===== config.mk =====
export PLATFORM = sky130hd
export DESIGN_NAME = dmem_arbiter_flat
export DESIGN_NICKNAME = d
export VERILOG_FILES = /design/src/rtl/dmem_arbiter_if.sv /design/src/rtl/dmem_arbiter.sv /design/src/flat_wrapper.sv
export SDC_FILE = /design/constraint.sdc
export NUM_CORES = 1
export LEC_CHECK = 0
export ABC_AREA = 1
export BUFFER_PORTS_ARGS = -buffer_cell sky130_fd_sc_hd__buf_2
export CORE_MARGIN = 2
export CORE_UTILIZATION = 42
export CTS_CLUSTER_SIZE = 8
export DETAILED_ROUTE_END_ITERATION = 8
export GPL_ROUTABILITY_DRIVEN = 0
export HOLD_SLACK_MARGIN = 0.08
export PLACE_DENSITY = 0.86
export SETUP_SLACK_MARGIN = 0.02
export SYNTH_ARGS = -nofsm -noshare
export SYNTH_HDL_FRONTEND = slang
export SYNTH_SLANG_ARGS = --single-unit

===== constraint.sdc =====
create_clock -name clk -period 5.67 [get_ports clk]
set_input_delay 0.2835 -clock clk [delete_from_list [all_inputs] [get_ports clk]]
set_output_delay 0.2835 -clock clk [all_outputs]
set_load 0.05 [all_outputs]

===== src/rtl/dmem_arbiter_if.sv =====
// Bus between the two data-memory requesters, the arbiter and data_memory.
// The arbiter attaches through the slave modport; whatever plays the
// requesters and the memory attaches through the master modport.
interface dmem_arbiter_if #(
  parameter int ADDR_WIDTH = 6,
  parameter int DATA_WIDTH = 32
);
  logic                  m0_req;
  logic                  m0_we;
  logic [ADDR_WIDTH-1:0] m0_addr;
  logic [DATA_WIDTH-1:0] m0_wdata;
  logic                  m0_ack;
  logic                  m0_rvalid;

  logic                  m1_req;
  logic                  m1_we;
  logic [ADDR_WIDTH-1:0] m1_addr;
  logic [DATA_WIDTH-1:0] m1_wdata;
  logic                  m1_ack;
  logic                  m1_rvalid;

  logic [DATA_WIDTH-1:0] rdata;

  logic                  mem_write;
  logic [ADDR_WIDTH-1:0] mem_reg;
  logic [DATA_WIDTH-1:0] mem_write_data;
  logic [DATA_WIDTH-1:0] mem_read_data;

  modport slave (
    input  m0_req, m0_we, m0_addr, m0_wdata,
    output m0_ack, m0_rvalid,
    input  m1_req, m1_we, m1_addr, m1_wdata,
    output m1_ack, m1_rvalid,
    output rdata,
    output mem_write, mem_reg, mem_write_data,
    input  mem_read_data
  );

  modport master (
    output m0_req, m0_we, m0_addr, m0_wdata,
    input  m0_ack, m0_rvalid,
    output m1_req, m1_we, m1_addr, m1_wdata,
    input  m1_ack, m1_rvalid,
    input  rdata,
    input  mem_write, mem_reg, mem_write_data,
    output mem_read_data
  );
endinterface


===== src/rtl/dmem_arbiter.sv =====
// Round-robin arbiter sharing the single-port data_memory between the CPU
// data port (m0) and the loader/debug master (m1). An owner keeps the memory
// while it requests, but hands it over after MAX_BURST accesses if the other
// master is waiting. Acks and the memory drive are combinational from the
// owner state; read data comes back registered one cycle after the ack.
// ADDR_WIDTH/DATA_WIDTH must match the parameters of the connected interface.
module dmem_arbiter #(
  parameter int ADDR_WIDTH = 6,
  parameter int DATA_WIDTH = 32,
  parameter int MAX_BURST  = 8
) (
  input  logic           clk,
  input  logic           reset,
  dmem_arbiter_if.slave  bus
);

  localparam int CNT_WIDTH = $clog2(MAX_BURST + 1);
  localparam logic [CNT_WIDTH-1:0] CNT_MAX   = MAX_BURST[CNT_WIDTH-1:0];
  localparam logic [CNT_WIDTH:0]   BURST_LIM = MAX_BURST[CNT_WIDTH:0];

  typedef enum logic [1:0] {
    IDLE = 2'd0,
    OWN0 = 2'd1,
    OWN1 = 2'd2
  } state_t;

  state_t                state;
  logic                  last;
  logic [CNT_WIDTH-1:0]  burst_cnt;
  logic [DATA_WIDTH-1:0] rdata_q;
  logic                  m0_rvalid_q;
  logic                  m1_rvalid_q;

  logic                  ack0;
  logic                  ack1;
  logic                  mem_write_c;
  logic [ADDR_WIDTH-1:0] mem_reg_c;
  logic [DATA_WIDTH-1:0] mem_wdata_c;
  logic [CNT_WIDTH:0]    burst_sum;
  logic                  burst_done;
  logic [CNT_WIDTH-1:0]  burst_inc;

  // Route the owner's request to the memory; reset blocks every ack and write
  always_comb begin
    ack0        = 1'b0;
    ack1        = 1'b0;
    mem_write_c = 1'b0;
    mem_reg_c   = '0;
    mem_wdata_c = '0;
    if (!reset) begin
      case (state)
        OWN0: begin
          ack0        = bus.m0_req;
          mem_write_c = bus.m0_req & bus.m0_we;
          mem_reg_c   = bus.m0_addr;
          mem_wdata_c = bus.m0_wdata;
        end
        OWN1: begin
          ack1        = bus.m1_req;
          mem_write_c = bus.m1_req & bus.m1_we;
          mem_reg_c   = bus.m1_addr;
          mem_wdata_c = bus.m1_wdata;
        end
        default: begin
          mem_write_c = 1'b0;
        end
      endcase
    end
  end

  // Tenure accounting: the access acked this cycle counts toward the limit
  always_comb begin
    burst_sum  = {1'b0, burst_cnt} + {{CNT_WIDTH{1'b0}}, (ack0 | ack1)};
    burst_done = (burst_sum >= BURST_LIM);
    burst_inc  = (burst_cnt == CNT_MAX) ? burst_cnt : burst_cnt + CNT_WIDTH'(1);
  end

  // Ownership FSM, burst counter and registered read return
  always_ff @(posedge clk) begin
    if (reset) begin
      state       <= IDLE;
      last        <= 1'b1;
      burst_cnt   <= '0;
      rdata_q     <= '0;
      m0_rvalid_q <= 1'b0;
      m1_rvalid_q <= 1'b0;
    end else begin
      m0_rvalid_q <= 1'b0;
      m1_rvalid_q <= 1'b0;
      if (ack0 && !bus.m0_we) begin
        rdata_q     <= bus.mem_read_data;
        m0_rvalid_q <= 1'b1;
      end
      if (ack1 && !bus.m1_we) begin
        rdata_q     <= bus.mem_read_data;
        m1_rvalid_q <= 1'b1;
      end
      if (ack0 || ack1) begin
        burst_cnt <= burst_inc;
      end

      case (state)
        IDLE: begin
          if (bus.m0_req && bus.m1_req) begin
            state <= last ? OWN0 : OWN1;
          end else if (bus.m0_req) begin
            state <= OWN0;
          end else if (bus.m1_req) begin
            state <= OWN1;
          end
        end
        OWN0: begin
          if (bus.m1_req && (!bus.m0_req || burst_done)) begin
            state     <= OWN1;
            last      <= 1'b0;
            burst_cnt <= '0;
          end else if (!bus.m0_req) begin
            state     <= IDLE;
            last      <= 1'b0;
            burst_cnt <= '0;
          end
        end
        OWN1: begin
          if (bus.m0_req && (!bus.m1_req || burst_done)) begin
            state     <= OWN0;
            last      <= 1'b1;
            burst_cnt <= '0;
          end else if (!bus.m1_req) begin
            state     <= IDLE;
            last      <= 1'b1;
            burst_cnt <= '0;
          end
        end
        default: begin
          state <= IDLE;
        end
      endcase
    end
  end

  assign bus.m0_ack         = ack0;
  assign bus.m1_ack         = ack1;
  assign bus.m0_rvalid      = m0_rvalid_q;
  assign bus.m1_rvalid      = m1_rvalid_q;
  assign bus.rdata          = rdata_q;
  assign bus.mem_write      = mem_write_c;
  assign bus.mem_reg        = mem_reg_c;
  assign bus.mem_write_data = mem_wdata_c;

endmodule


===== src/flat_wrapper.sv =====
// flat-port wrapper written by rule: the top's interface ports become plain ports
module dmem_arbiter_flat 
#(
  parameter int ADDR_WIDTH = 6,
  parameter int DATA_WIDTH = 32,
  parameter int MAX_BURST  = 8
)
  (clk, reset, bus_m0_req, bus_m0_we, bus_m0_addr, bus_m0_wdata, bus_m0_ack, bus_m0_rvalid, bus_m1_req, bus_m1_we, bus_m1_addr, bus_m1_wdata, bus_m1_ack, bus_m1_rvalid, bus_rdata, bus_mem_write, bus_mem_reg, bus_mem_write_data, bus_mem_read_data);
  dmem_arbiter_if #(.ADDR_WIDTH(ADDR_WIDTH), .DATA_WIDTH(DATA_WIDTH)) bus_i ();
  input  logic clk;
  input  logic reset;
  input wire logic [$bits(bus_i.m0_req)-1:0] bus_m0_req;
  input wire logic [$bits(bus_i.m0_we)-1:0] bus_m0_we;
  input wire logic [$bits(bus_i.m0_addr)-1:0] bus_m0_addr;
  input wire logic [$bits(bus_i.m0_wdata)-1:0] bus_m0_wdata;
  output wire logic [$bits(bus_i.m0_ack)-1:0] bus_m0_ack;
  output wire logic [$bits(bus_i.m0_rvalid)-1:0] bus_m0_rvalid;
  input wire logic [$bits(bus_i.m1_req)-1:0] bus_m1_req;
  input wire logic [$bits(bus_i.m1_we)-1:0] bus_m1_we;
  input wire logic [$bits(bus_i.m1_addr)-1:0] bus_m1_addr;
  input wire logic [$bits(bus_i.m1_wdata)-1:0] bus_m1_wdata;
  output wire logic [$bits(bus_i.m1_ack)-1:0] bus_m1_ack;
  output wire logic [$bits(bus_i.m1_rvalid)-1:0] bus_m1_rvalid;
  output wire logic [$bits(bus_i.rdata)-1:0] bus_rdata;
  output wire logic [$bits(bus_i.mem_write)-1:0] bus_mem_write;
  output wire logic [$bits(bus_i.mem_reg)-1:0] bus_mem_reg;
  output wire logic [$bits(bus_i.mem_write_data)-1:0] bus_mem_write_data;
  input wire logic [$bits(bus_i.mem_read_data)-1:0] bus_mem_read_data;
  assign bus_i.m0_req = bus_m0_req;
  assign bus_i.m0_we = bus_m0_we;
  assign bus_i.m0_addr = bus_m0_addr;
  assign bus_i.m0_wdata = bus_m0_wdata;
  assign bus_m0_ack = bus_i.m0_ack;
  assign bus_m0_rvalid = bus_i.m0_rvalid;
  assign bus_i.m1_req = bus_m1_req;
  assign bus_i.m1_we = bus_m1_we;
  assign bus_i.m1_addr = bus_m1_addr;
  assign bus_i.m1_wdata = bus_m1_wdata;
  assign bus_m1_ack = bus_i.m1_ack;
  assign bus_m1_rvalid = bus_i.m1_rvalid;
  assign bus_rdata = bus_i.rdata;
  assign bus_mem_write = bus_i.mem_write;
  assign bus_mem_reg = bus_i.mem_reg;
  assign bus_mem_write_data = bus_i.mem_write_data;
  assign bus_i.mem_read_data = bus_mem_read_data;
  dmem_arbiter #(.ADDR_WIDTH(ADDR_WIDTH), .DATA_WIDTH(DATA_WIDTH), .MAX_BURST(MAX_BURST)) u_core (.clk(clk), .reset(reset), .bus(bus_i));
endmodule

==> out/results.ini, run 1 <==
[floorplanning]
fp.dieH_um=78.2
ioPinCount=189
die_area_um2=6110
die_w_um=78.2
start_util_pct=42.8
rows=27
core_area_um2=5410

[detailed_routing]
ant_nets=0
drt_iter0_drc=159
wl_met1_um=2970
top_layer=met4
remaining_drc_errors=0
drt_wl_total_um=7140
wl_per_cell_um=11.7
wl_met2_um=3640
dr.pass1.iters=4
wl_met3_um=379
via_count=2843
viasPerCell=4.65

[timing]
worst_pin_slew_ns=1.21
setup-tns-final_ns=0
maxSlewHeadroom_pct=19.2
rsz0062_at_grt=false
fin_hold_ws_ns=0.199
fin_crit_ns=2.75
fin_crit_sh_pct=48.4
hold_violations=0
max_freq_mhz=364
final-setup-viol-count=0
slew_violations=0
fin_skew_ns=0.00550

[synth]
netlist_instances=362
syn_area_um2=2310
synth_warnings=0
netlist.top_cell.by_area=dfxtp_1
synth_top_area_share_pct=35.5
ys_seq_elements=41
yosys-top-cells-area=dfxtp_1, nand2_1, nor2_1
synth.net_count=484
yosysUniqueCellTypes=24
syn_area_per_cell_um2=6.39
synth_seq_area_share_pct=35.5

[worst_hold_path]
hold_path_class=in2reg
min_path_cells=2

[layout]
nFillCells=514
final_nets=660
multi_input_area_um2=1320
regArea_um2=821
drive_gt1_share_pct=39.7
layout_common_cells=buf_2, nand2_1, nor2_1, dfxtp_1, a21oi_1
final_common_cell=buf_2
syn2layout_area_growth_pct=46.2
postLayoutCellArea_um2=3380
final_util_pct=62.5
num_antenna_cells=0

[run_status]
outcome=completed

[clock_network]
clkTransAtPathRegs_ns=0.08
post_cts_buffers=0
numCtsBuffers=5
cts_hold_buffers=0
clock_sinks=41
cts-resized-gates=0
htreeDepth=2
cts_tree=done
clockBufferDepth=2
clk_latency_ns=0.30
cts_root_buf=clkbuf_8

[placed_design]
dp_hpwl_um=5440
placed_area_um2=3250
portBuffers=188

[setup_path]
cp-start-kind=register
r2r.worst_path.cells=18
worstPathRequired_ns=5.39
critPathMaxFanout=39
critPathKind=reg2out
crit_arrival_ns=2.46
worst_setup_path_end_kind=output port

[power_and_ir_drop]
leakagePower_nw=1.76
peakVddDrop_v=0.000269
power_density_nw_per_um2=367

[grt]
grt_pass1_wl_um=11400
grt_max_degree=41
grt_pass1_vias=2630
antenna_found_initial=0
overflow=0
grt_usage_pct=22.5

[run]
max_cap_violations=0

registers in the layout, indices dropped and copies added, names as in the netlist:
name,flops
u_core.last,1
u_core.burst_cnt,4
u_core.bus.m0_rvalid,1
u_core.bus.m1_rvalid,1
u_core.state,2
u_core.bus.rdata,32
worst max-delay path, stage by stage, from the launching register on:
cell	delay, ns
dfxtp_1	0.37
inv_1	0.09
ha_1	0.32
nand2_1	0.68
a21oi_1	0.39
buf_2	0.31
synthesized netlist by cell type, drive strengths merged:
master / instances
clkbuf: 13
xor2: 1
o21ai: 35
clkinv: 1
a21oi: 40
ha: 8
nor3: 4
dfxtp: 41
inv: 15
nand3: 9
nand3b: 1
xnor2: 1
nand2: 108
nand4: 1
nor2: 76
buf: 8
stage by stage:
step                      total power [mW]  setup slack (ns)  std cells
final                                 1.24              2.92        611
after global routing                  1.32              2.64        611
after CTS                             1.25              2.88        611
after detailed placement             0.968              2.98        603
after global placement               0.957              3.05        603
after floorplan                      0.831              2.96        362
cells by family after synthesis:
logic type               synth area share [%]
AND/OR/NAND/NOR                          35.7
AO/OA/AOI/OAI                            16.2
flip-flops                               35.5
buffers and inverters                    7.47
adder cells (fa/ha/maj)                  4.33
XOR/XNOR                                0.758
worst paths after layout:
check,start,end,slack [ns]
setup / recovery,u_core.state[1]$_SDFFE_PP0P_,bus_mem_write_data[7],2.92
hold / removal,bus_m0_we,u_core.bus.m0_rvalid$_SDFF_PP0_,0.20
setup reg to reg,u_core.state[1]$_SDFFE_PP0P_,u_core.burst_cnt[2]$_SDFF_PP0_,2.96
hold reg to reg,u_core.bus.rdata[10]$_SDFFE_PP0P_,u_core.bus.rdata[10]$_SDFFE_PP0P_,0.48
per-layer routing:
| layer | track usage (%) | vias to the layer above |
|---|---|---|
| met2 | 41.3 | 90 |
| met5 | 0 | - |
| met3 | 4.94 | 17 |
| li1 | - | 1495 |
| met1 | 25.5 | 1241 |
| met4 | 8.25 | 0 |
report_power, final:
| part | switching (mW) | internal (mW) |
|---|---|---|
| Clock | 0.103 | 0.175 |
| Sequential | 0.0219 | 0.325 |
| Combinational | 0.460 | 0.156 |
| Total | 0.585 | 0.656 |
cell type report:
type,count,share of cell area [%]
timing repair buffer,190,28.3
clock inverter,3,1.92
sequential,41,24.3
clock buffer,5,2.04
inverter,16,1.81
tap,72,2.66
multi-input combinational,284,39.0
Note: power is estimated with default switching activity, not from simulation.
==> inputs of run 2 (changes only) <==
Settings changed: CORE_UTILIZATION 42 to 35, PLACE_DENSITY 0.86 to 0.76.
Clock period 5.67 ns to 2.3 ns, I/O delays scaled along.
==> out/results.ini, run 2 (synthesis results as in run 1) <==
[floorplanning]
start_util_pct=36.2  ; was 42.8%
fp.dieH_um=85.3  ; was 78.2 um
ioPinCount=189  ; unchanged
die_area_um2=7270  ; was 6110 um2
core_area_um2=6390  ; was 5410 um2
die_w_um=85.3  ; was 78.2 um
rows=29  ; was 27

[worst_hold_path]
min_path_cells=3  ; was 2
holdPathEnd=u_core.bus.rdata[1]$_SDFFE_PP0P_  ; was u_core.bus.m0_rvalid$_SDFF_PP0_
hold_path_class=in2reg  ; unchanged
min_from=bus_mem_read_data[1]  ; was bus_m0_we

[detailed_routing]
remaining_drc_errors=0  ; unchanged
via_count=2979  ; was 2843
viasPerCell=4.66  ; was 4.65
wl_per_cell_um=12.3  ; was 11.7 um
drt_iter0_drc=120  ; was 159
ant_nets=0  ; unchanged
dr.pass1.iters=5  ; was 4
drt_wl_total_um=7830  ; was 7140 um

[layout]
nFillCells=602  ; was 514
drive_gt1_share_pct=42.0  ; was 39.7%
multi_input_area_um2=1410  ; was 1320 um2
num_antenna_cells=0  ; unchanged
layout_common_cells=buf_2, nand2_1, nor2_1, a21oi_1, dfxtp_1  ; was buf_2, nand2_1, nor2_1, dfxtp_1, a21oi_1
final_common_cell=buf_2  ; unchanged
regArea_um2=826  ; was 821 um2
final_util_pct=57.3  ; was 62.5%
largest_register_ffs=32  ; unchanged
syn2layout_area_growth_pct=58.4  ; was 46.2%
final_nets=683  ; was 660

[setup_path]
reg2reg_from=u_core.state[1]$_SDFFE_PP0P_  ; unchanged
worst_setup_path_end_kind=register  ; was output port
r2r.worst_path.cells=19  ; was 18
worstPathRequired_ns=2.52  ; was 5.39 ns
critPathKind=reg2reg  ; was reg2out
cpPeakStageDelay_ns=0.37  ; was 0.68 ns
path_cells=inv_1 -> ha_2 -> nand2_4 -> nor2_4 -> nor2_4 -> inv_2 -> ha_4 -> ha_1 -> nand2_1 -> nand2_1 -> nand2_2 -> nand3_2 -> nand2_2 -> nand2_2 -> nand2_2 -> nor2_2 -> nand2_1 -> nand2_1 -> nor2_1  ; was inv_1 -> ha_1 -> nand2_1 -> a21oi_1 -> buf_2
r2r-end=u_core.state[0]$_SDFFE_PP0P_  ; was u_core.burst_cnt[2]$_SDFF_PP0_
cp_top_family=simple AND/OR/NAND/NOR gates  ; unchanged
critical_path_buf_inv_count=2  ; unchanged
r2r_setup_slack_ns=0.09  ; was 2.96 ns
crit_arrival_ns=2.43  ; was 2.46 ns
critPathMaxFanout=5  ; was 39
cp-start-kind=register  ; unchanged
cp_slowest_cell=dfxtp_4  ; was nand2_1

[clock_network]
clockBufferDepth=2  ; unchanged
clk_latency_ns=0.28  ; was 0.30 ns
clock_sinks=41  ; unchanged
numCtsBuffers=5  ; unchanged
cts_root_buf=clkbuf_8  ; unchanged
cts_tree=done  ; unchanged
htreeDepth=2  ; unchanged
clkTransAtPathRegs_ns=0.08  ; about the same

[timing]
fin_crit_ns=2.21
worst_pin_slew_ns=0.439  ; was 1.21 ns
maxSlewHeadroom_pct=70.7  ; was 19.2%
fin_hold_ws_ns=0.0846  ; was 0.199 ns
final-setup-viol-count=0  ; unchanged
hold_violations=0  ; unchanged
max_freq_mhz=453
fin_crit_sh_pct=95.9
slew_violations=0  ; unchanged
fin_skew_ns=0.00599  ; was 0.00550 ns
setup-tns-final_ns=0  ; unchanged

[grt]
grt_max_degree=41  ; unchanged
grt_pass1_vias=2641  ; was 2630
overflow=0  ; unchanged
grt_usage_pct=19.3  ; was 22.5%
grt_pass1_wl_um=11800  ; was 11400 um
antenna_found_initial=0  ; unchanged

[placed_design]
dp_hpwl_um=5560  ; was 5440 um
portBuffers=188  ; unchanged

[power_and_ir_drop]
leakagePower_nw=1.87  ; was 1.76 nW
p_total_mw=3.00  ; was 1.24 mW
power_density_nw_per_um2=818  ; was 367 nW/um2
peakVddDrop_v=0.000490  ; was 0.000269 V

[run]
max_cap_violations=0  ; unchanged

[run_status]
outcome=completed  ; unchanged

[run 2: stage by stage]
step / area [um2] / instances / setup WS (ns)
2_1_floorplan: 2340 / 362 / 0.0238
3_3_place_gp: 3300 / 611 / 0.185
3_5_place_dp: 3300 / 611 / 0.0386
4_1_cts: 3560 / 636 / 0.0210
5_1_grt: 3660 / 639 / -0.0436
6_report: 3660 / 639 / 0.0932
[run 2: worst max path at each step]
stage	start	slack, ns	depth (start not counted)	to
6_report	u_core.state[1]$_SDFFE_PP0P_	0.09	19	u_core.state[0]$_SDFFE_PP0P_
5_1_grt	u_core.state[1]$_SDFFE_PP0P_	-0.04	19	u_core.state[0]$_SDFFE_PP0P_
4_1_cts	u_core.state[1]$_SDFFE_PP0P_	0.02	17	u_core.burst_cnt[2]$_SDFF_PP0_
3_5_place_dp	u_core.state[0]$_SDFFE_PP0P_	0.04	17	u_core.burst_cnt[2]$_SDFF_PP0_
3_3_place_gp	u_core.state[0]$_SDFFE_PP0P_	0.18	17	u_core.burst_cnt[2]$_SDFF_PP0_
2_1_floorplan	u_core.state[0]$_SDFFE_PP0P_	0.02	19	u_core.state[0]$_SDFFE_PP0P_
[run 2: layer usage]
metal	share of wire, %	vias to the layer above	track usage (%)
met1	41	1314	23.4
met3	5.1	18	3.40
li1	-	1543	-
met5	0	-	0
met4	2.4	0	7.36
met2	51	104	33.9
[run 2: what timing repair did]
item,in CTS,in global routing
setup buffers,0,3
hold buffers,17,0
resized for setup,1,17
pin swaps,0,8
setup endpoints to repair,1,7
endpoints found under the hold margin,17,0
[run 2: final cells by class]
class / instances / area share [%]
clock buffers: 5 / 1.88
clock inverters: 3 / 0.478
inverters: 16 / 1.67
multi-input cells: 284 / 38.5
flip-flops and latches: 41 / 22.5
well taps: 77 / 2.63
repair buffers: 213 / 32.3
[run 2: worst register-to-register path, stage by stage (launching register included)]
cell     delay (ns)
dfxtp_4        0.37
inv_1          0.07
ha_2           0.21
nand2_4        0.08
nor2_4         0.05
nor2_4         0.15
inv_2          0.09
ha_4           0.17
ha_1           0.18
nand2_1        0.06
nand2_1        0.06
nand2_2        0.09
nand3_2        0.09
nand2_2        0.08
nand2_2        0.08
nand2_2        0.07
nor2_2         0.04
nand2_1        0.05
nand2_1        0.04
nor2_1         0.11
[run 2: report_power, final]
group / switching, mW / total (mW) / leakage (nW) / internal [mW]
Sequential: 0.0559 / 0.862 / 0.334 / 0.806
Clock: 0.256 / 0.466 / 0.0439 / 0.210
Combinational: 1.20 / 1.67 / 1.49 / 0.472
